--- src/rtl/uart_pkg.sv ---
// Shared definitions for the UART receive path.
//   rx_state_t : receiver FSM states
//   PAR_*      : parity mode encodings as seen on ParMode (2'b11 also means none)
//   vote_idx() : tick counts within a bit period at which the three vote samples are taken
package uart_pkg;

   typedef enum logic [2:0] {
      IDLE,
      START,
      DATA,
      PARITY,
      STOP1,
      STOP2,
      WAIT_HI
   } rx_state_t;

   localparam logic [1:0] PAR_NONE = 2'b00;
   localparam logic [1:0] PAR_EVEN = 2'b01;
   localparam logic [1:0] PAR_ODD  = 2'b10;

   typedef struct packed {
      logic [15:0] first;
      logic [15:0] mid;
      logic [15:0] last;
   } vote_idx_t;

   // The vote is complete on the Tick carrying sample 'last'.
   function automatic vote_idx_t vote_idx(input int ovs);
      vote_idx_t v;
      v.first = 16'(ovs / 2 - 1);
      v.mid   = 16'(ovs / 2);
      v.last  = 16'(ovs / 2 + 1);
      return v;
   endfunction

endpackage

--- src/rtl/uart_rx_sampler.sv ---
// Serial-line front end: 2-flop synchroniser and 3-sample majority vote.
// Ports:
//   clk_i   system clock
//   rst_i   asynchronous active-high reset (line assumed idle/high)
//   tick_i  oversample enable; one sample taken per pulse
//   rx_i    asynchronous serial input
//   sync_o  synchronised line level
//   vote_o  majority of the last three samples, including the one taken on
//           the current tick_i cycle
module uart_rx_sampler (
   input  logic clk_i,
   input  logic rst_i,
   input  logic tick_i,
   input  logic rx_i,
   output logic sync_o,
   output logic vote_o
);

   logic       meta_q;
   logic       sync_q;
   logic [1:0] hist_q;

   always_ff @(posedge clk_i or posedge rst_i) begin
      if (rst_i) begin
         meta_q <= 1'b1;
         sync_q <= 1'b1;
         hist_q <= 2'b11;
      end else begin
         meta_q <= rx_i;
         sync_q <= meta_q;
         if (tick_i) hist_q <= {hist_q[0], sync_q};
      end
   end

   // The third sample is the synced bit being shifted in on this Tick, so the
   // decision is available in the same cycle as the last sample of the window.
   assign vote_o = (hist_q[1] & hist_q[0]) | (hist_q[1] & sync_q) | (hist_q[0] & sync_q);
   assign sync_o = sync_q;

endmodule

--- src/rtl/uart_rx_param.sv ---
// Parametrised UART receiver with runtime frame format.
// Ports:
//   Clk, Rst   clock / asynchronous active-high reset
//   Tick       oversample enable, OVS pulses per bit
//   RxEn       arms start-bit detection
//   Rx         serial line (idles high)
//   NBits      data bits per frame (5..DATA_W, else DATA_W), latched at start
//   ParMode    00/11 none, 01 even, 10 odd, latched at start
//   TwoStop    check a second stop bit, latched at start
//   RxData     received word, right-justified
//   RxValid    1-Clk pulse when RxData/FrameErr/ParityErr update
//   FrameErr   a stop bit was sampled low
//   ParityErr  parity mismatch
//   Busy       receiver not idle
module uart_rx_param
   import uart_pkg::*;
#(
   parameter int DATA_W = 8,
   parameter int OVS    = 16
) (
   input  logic              Clk,
   input  logic              Rst,
   input  logic              Tick,
   input  logic              RxEn,
   input  logic              Rx,
   input  logic [3:0]        NBits,
   input  logic [1:0]        ParMode,
   input  logic              TwoStop,
   output logic [DATA_W-1:0] RxData,
   output logic              RxValid,
   output logic              FrameErr,
   output logic              ParityErr,
   output logic              Busy
);

   localparam int             CW       = $clog2(OVS);
   localparam vote_idx_t      VIDX     = vote_idx(OVS);
   localparam logic [CW-1:0]  CNT_VOTE = CW'(VIDX.last);
   localparam logic [CW-1:0]  CNT_LAST = CW'(OVS - 1);
   localparam logic [3:0]     NB_MAX   = 4'(DATA_W);

   logic rx_sync, rx_vote;

   uart_rx_sampler u_sampler (
      .clk_i  (Clk),
      .rst_i  (Rst),
      .tick_i (Tick),
      .rx_i   (Rx),
      .sync_o (rx_sync),
      .vote_o (rx_vote)
   );

   rx_state_t         state_q, state_d;
   logic [CW-1:0]     cnt_q, cnt_d;
   logic [3:0]        bitcnt_q, bitcnt_d;
   logic [3:0]        nbits_q, nbits_d;
   logic [1:0]        par_mode_q, par_mode_d;
   logic              two_stop_q, two_stop_d;
   logic              bit_q, bit_d;
   logic [DATA_W-1:0] shreg_q, shreg_d;
   logic              par_q, par_d;
   logic              ferr_q, ferr_d;
   logic              perr_q, perr_d;
   logic [DATA_W-1:0] rx_data_q, rx_data_d;
   logic              rx_valid_q, rx_valid_d;
   logic              frame_err_q, frame_err_d;
   logic              parity_err_q, parity_err_d;

   logic at_vote, at_end, done, stop_bad;

   always_ff @(posedge Clk or posedge Rst) begin
      if (Rst) begin
         state_q      <= IDLE;
         cnt_q        <= '0;
         bitcnt_q     <= '0;
         nbits_q      <= '0;
         par_mode_q   <= PAR_NONE;
         two_stop_q   <= 1'b0;
         bit_q        <= 1'b0;
         shreg_q      <= '0;
         par_q        <= 1'b0;
         ferr_q       <= 1'b0;
         perr_q       <= 1'b0;
         rx_data_q    <= '0;
         rx_valid_q   <= 1'b0;
         frame_err_q  <= 1'b0;
         parity_err_q <= 1'b0;
      end else begin
         state_q      <= state_d;
         cnt_q        <= cnt_d;
         bitcnt_q     <= bitcnt_d;
         nbits_q      <= nbits_d;
         par_mode_q   <= par_mode_d;
         two_stop_q   <= two_stop_d;
         bit_q        <= bit_d;
         shreg_q      <= shreg_d;
         par_q        <= par_d;
         ferr_q       <= ferr_d;
         perr_q       <= perr_d;
         rx_data_q    <= rx_data_d;
         rx_valid_q   <= rx_valid_d;
         frame_err_q  <= frame_err_d;
         parity_err_q <= parity_err_d;
      end
   end

   always_comb begin
      state_d      = state_q;
      cnt_d        = cnt_q;
      bitcnt_d     = bitcnt_q;
      nbits_d      = nbits_q;
      par_mode_d   = par_mode_q;
      two_stop_d   = two_stop_q;
      bit_d        = bit_q;
      shreg_d      = shreg_q;
      par_d        = par_q;
      ferr_d       = ferr_q;
      perr_d       = perr_q;
      rx_data_d    = rx_data_q;
      rx_valid_d   = 1'b0;
      frame_err_d  = frame_err_q;
      parity_err_d = parity_err_q;
      at_vote      = (cnt_q == CNT_VOTE);
      at_end       = (cnt_q == CNT_LAST);
      done         = 1'b0;
      stop_bad     = ferr_q | ~rx_vote;

      if (Tick) begin
         if (state_q != IDLE) begin
            cnt_d = at_end ? '0 : cnt_q + 1'b1;
            // Mid-bit decision is kept until the bit boundary consumes it.
            if (at_vote) bit_d = rx_vote;
         end
         case (state_q)
            IDLE: begin
               if (RxEn && !rx_sync) begin
                  state_d    = START;
                  cnt_d      = '0;
                  bitcnt_d   = '0;
                  nbits_d    = (NBits < 4'd5 || NBits > NB_MAX) ? NB_MAX : NBits;
                  // 2'b11 is folded into "none" so later logic has one test.
                  par_mode_d = (ParMode == PAR_EVEN || ParMode == PAR_ODD) ? ParMode : PAR_NONE;
                  two_stop_d = TwoStop;
                  shreg_d    = '0;
                  par_d      = 1'b0;
                  ferr_d     = 1'b0;
                  perr_d     = 1'b0;
               end
            end
            START: begin
               if (at_vote && rx_vote) state_d = IDLE;
               else if (at_end)        state_d = DATA;
            end
            DATA: begin
               if (at_end) begin
                  // LSB arrives first: shift in from the top, right-justify on completion.
                  shreg_d  = {bit_q, shreg_q[DATA_W-1:1]};
                  par_d    = par_q ^ bit_q;
                  bitcnt_d = bitcnt_q + 4'd1;
                  if (bitcnt_q + 4'd1 == nbits_q)
                     state_d = (par_mode_q != PAR_NONE) ? PARITY : STOP1;
               end
            end
            PARITY: begin
               if (at_end) begin
                  perr_d  = (par_q ^ bit_q) != (par_mode_q == PAR_ODD);
                  state_d = STOP1;
               end
            end
            STOP1: begin
               if (at_vote) begin
                  if (two_stop_q) ferr_d = stop_bad;
                  else            done   = 1'b1;
               end else if (at_end) begin
                  state_d = STOP2;
               end
            end
            STOP2: begin
               if (at_vote) done = 1'b1;
            end
            WAIT_HI: begin
               if (rx_vote) state_d = IDLE;
            end
            default: state_d = IDLE;
         endcase
      end

      if (done) begin
         rx_valid_d   = 1'b1;
         rx_data_d    = shreg_q >> (NB_MAX - nbits_q);
         frame_err_d  = stop_bad;
         parity_err_d = perr_q;
         state_d      = stop_bad ? WAIT_HI : IDLE;
      end
   end

   assign RxData    = rx_data_q;
   assign RxValid   = rx_valid_q;
   assign FrameErr  = frame_err_q;
   assign ParityErr = parity_err_q;
   assign Busy      = (state_q != IDLE);

endmodule
--- config.mk ---
export PLATFORM = sky130hd
export DESIGN_NAME = uart_rx_param
export DESIGN_NICKNAME = d
export VERILOG_FILES = /design/src/rtl/uart_pkg.sv /design/src/rtl/uart_rx_sampler.sv /design/src/rtl/uart_rx_param.sv
export SDC_FILE = /design/constraint.sdc
export NUM_CORES = 1
export LEC_CHECK = 0
export BUFFER_PORTS_ARGS = -buffer_cell sky130_fd_sc_hd__buf_2
export CORE_MARGIN = 1.5
export CORE_UTILIZATION = 30
export CTS_CLUSTER_DIAMETER = 100
export DETAILED_ROUTE_END_ITERATION = 8
export PLACE_DENSITY = 0.54
export SYNTH_ARGS = -nofsm -noshare
export SYNTH_HDL_FRONTEND = slang
export SYNTH_HIERARCHICAL = 1
export SYNTH_SLANG_ARGS = --single-unit
--- constraint.sdc ---
create_clock -name Clk -period 2.18 [get_ports Clk]
set_input_delay 0.327 -clock Clk [delete_from_list [all_inputs] [get_ports Clk]]
set_output_delay 0.327 -clock Clk [all_outputs]
set_load 0.01 [all_outputs]
==> impl_metrics.json <==
{
  "outcome": "finished, final reports clean",
  "cts_max_level": 2,
  "path_class": "reg -> reg",
  "cp_data_required_time_ns": 2.37,
  "yosys_most_used_dff": "dfrtp_1",
  "antenna_found_initial": 0,
  "grt_pass1_vias": 1827,
  "worst-r2r-cell-count": 7,
  "postLayoutCellArea_um2": 2813,
  "netlist_instances": 250,
  "hold_violations": 0,
  "hpwl_um": 3843,
  "synth_compound_area_frac": 0.1727,
  "synth.distinct_cells": 57,
  "dpl.cell_count": 376,
  "wl_um": 5181,
  "nets": 297,
  "grt_pass1_wl_um": 8983,
  "p_per_area_nw_per_um2": 1125,
  "hold_class": "in -> async",
  "async_flop_share": 1.000,
  "cts_buffers": 5,
  "cp_data_arrival_time_ns": 2.08,
  "placed_area_um2": 2696,
  "synth_warnings": 6,
  "num_rows": 32,
  "drtIter0Drc": 83,
  "slew_viol_final": 0,
  "synth_nets": 266,
  "die_area_um2": 8666,
  "synth.top_cells.by_area": "dfrtp_1, nand2_1, mux2i_1",
  "fillers": 805,
  "rsz0062_at_grt": "false",
  "yosysSeqAreaShare": 0.4645,
  "setup_ws_ns": 0.2852,
  "cts_resized": 0,
  "dp_slack_ns": 0.3018,
  "synthMuxAreaShare": 0.06835,
  "postCtsHoldBufs": 0,
  "synth-edff-count": 0,
  "critPathLaunchType": "register",
  "finalSetupViolCount": 0,
  "drtPass1Iterations": 4,
  "wire_per_inst_um": 13.49,
  "synth.ff_latch_count": 45,
  "fin_cells": 384,
  "io_pins": 24,
  "max_cap_violations": 0,
  "vdd_drop_max_mv": 0.3486,
  "syn_to_final_growth_pct": 15.52,
  "diodes": 0,
  "die_w_um": 93.09,
  "slew_headroom": 0.6307,
  "grt_max_degree": 42,
  "gp_congestion": 0.7931,
  "synth_top_family_by_area": "simple AND/OR/NAND/NOR gates",
  "remaining_drc_errors": 0,
  "grt_overflow_total": 0,
  "cts_tree": "built",
  "clk_pin_slew_worst_paths_ns": 0.09,
  "synthSimpleGateAreaFrac": 0.1958,
  "cts_setup_buffers": 0,
  "final.period_utilization": 0.8692,
  "ant_nets": 0,
  "vias_per_cell": 4.997,
  "fp.dieH_um": 93.09,
  "cts_buffer_depth": 2,
  "root_buffer": "clkbuf_8",
  "start_util": 0.3119,
  "max_slew.worst_pin.slew_ns": 0.5540,
  "crit_path_max_fanout": 9,
  "rrSetupSlack_ns": 0.29,
  "io_buffer_count": 23,
  "fmax_mhz": 527.8,
  "num_vias": 1919,
  "synth-xor-area-share": 0.03957,
  "syn_area_um2": 2435,
  "synth_top_area_cell": "dfrtp_1",
  "synth_area_per_cell_um2": 9.739,
  "setup_tns_ns": 0,
  "fin_skew_ns": 0.009581,
  "worstSkewPairLatency_ns": 0.30,
  "grt_usage": 0.1322,
  "synth_top_area_share": 0.4214,
  "coreArea_um2": 7807,
  "synth_common_cells": "nand2_1, dfrtp_1, o21ai_0, mux2i_1, nor2_1",
  "drive_gt1_frac": 0.2340,
  "power_leakage_nw": 1.278,
  "finalCriticalPeriod_ns": 1.895,
  "crit_path_end_kind": "register",
  "synth_fa_ha_area_frac": 0.02518,
  "cts.sinks": 45,
  "synth_most_common_cell": "nand2_1"
}
-- flip-flops by register name, indices dropped and copies added (netlist names), 2 cells and up --
register,cells
u_sampler/hist_q,2
nbits_q,4
shreg_q,8
bitcnt_q,4
par_mode_q,2
RxData,8
cnt_q,4
state_q,3
-- kinds of logic (layout without fill, tap and decap cells) --
family | count (synthesis) | after routing
xor gates and xnor gates | 11 | 11
AOI/OAI and AO/OA | 62 | 62
and+or+nand+nor | 96 | 96
DFF | 45 | 45
buffers and inverters | 16 | 48
adders and majority gates | 5 | 5
muxes | 15 | 15
-- layout by cell type (no fill, tap or decap), types with 8 or more instances in the layout --
cell     count
o21ai_0     19
dfrtp_1     41
o21ai_1      8
nand3_1      9
mux2i_1     11
buf_4       10
nand2_1     47
xnor2_1      8
buf_2       23
nor2_1      10
-- worst paths after layout --
kind                                                 start                         end
min in group Clk                                        Rx  u_sampler/meta_q$_DFF_PP1_
worst min register to register  u_sampler/meta_q$_DFF_PP1_  u_sampler/sync_o$_DFF_PP1_
worst min-delay path                                   Rst  u_sampler/sync_o$_DFF_PP1_
worst max-delay path                nbits_q[1]$_DFFE_PP0P_       RxData[1]$_DFFE_PP0P_
worst max register to register      nbits_q[1]$_DFFE_PP0P_       RxData[1]$_DFFE_PP0P_
max in group asynchronous                              Rst       RxData[6]$_DFFE_PP0P_
-- through the flow --
step                        util  hold WS [ns]  total power (W)
after floorplan                -        0.2822         0.002204
after global placement    0.3454        0.3466         0.002527
after detailed placement  0.3454        0.3482         0.002522
after CTS                 0.3603       0.08448         0.003190
after global routing      0.3603        0.1073         0.003397
final                     0.3603       0.08636         0.003165
-- power by group --
part / internal [W] / total, W / switching, W
Sequential: 0.000999 / 0.00118 / 0.000181
Combinational: 0.000585 / 0.00132 / 0.000738
Clock: 0.000374 / 0.000661 / 0.000287
-- per-layer routing --
layer	up-vias	global-route usage	wire length (µm)
li1	942	-	-
met1	929	0.1823	2479
met2	35	0.2019	2428
met3	13	0.02439	139
met4	0	0.05682	133
met5	-	0	0
-- worst max-delay path: stages, from the launching register on --
cell and delay (ns):
dfrtp_1 0.38, inv_1 0.07, ha_1 0.47, mux2i_1 0.32, o22ai_1 0.14, and2_1 0.18
a31oi_1 0.13, o21ai_0 0.09
-- layout make-up --
| cell class | count | area [µm²] | area share |
|---|---|---|---|
| Tap cell | 102 | 127.6 | 0.04537 |
| Inverter | 7 | 26.28 | 0.009342 |
| Sequential cell | 45 | 1131 | 0.4021 |
| Clock buffer | 7 | 86.33 | 0.03069 |
| Timing Repair Buffer | 33 | 190.2 | 0.06762 |
| Multi-Input combinational cell | 189 | 1221 | 0.4342 |
| Clock inverter | 1 | 30.03 | 0.01068 |
Note: power is estimated with default switching activity, not from simulation.
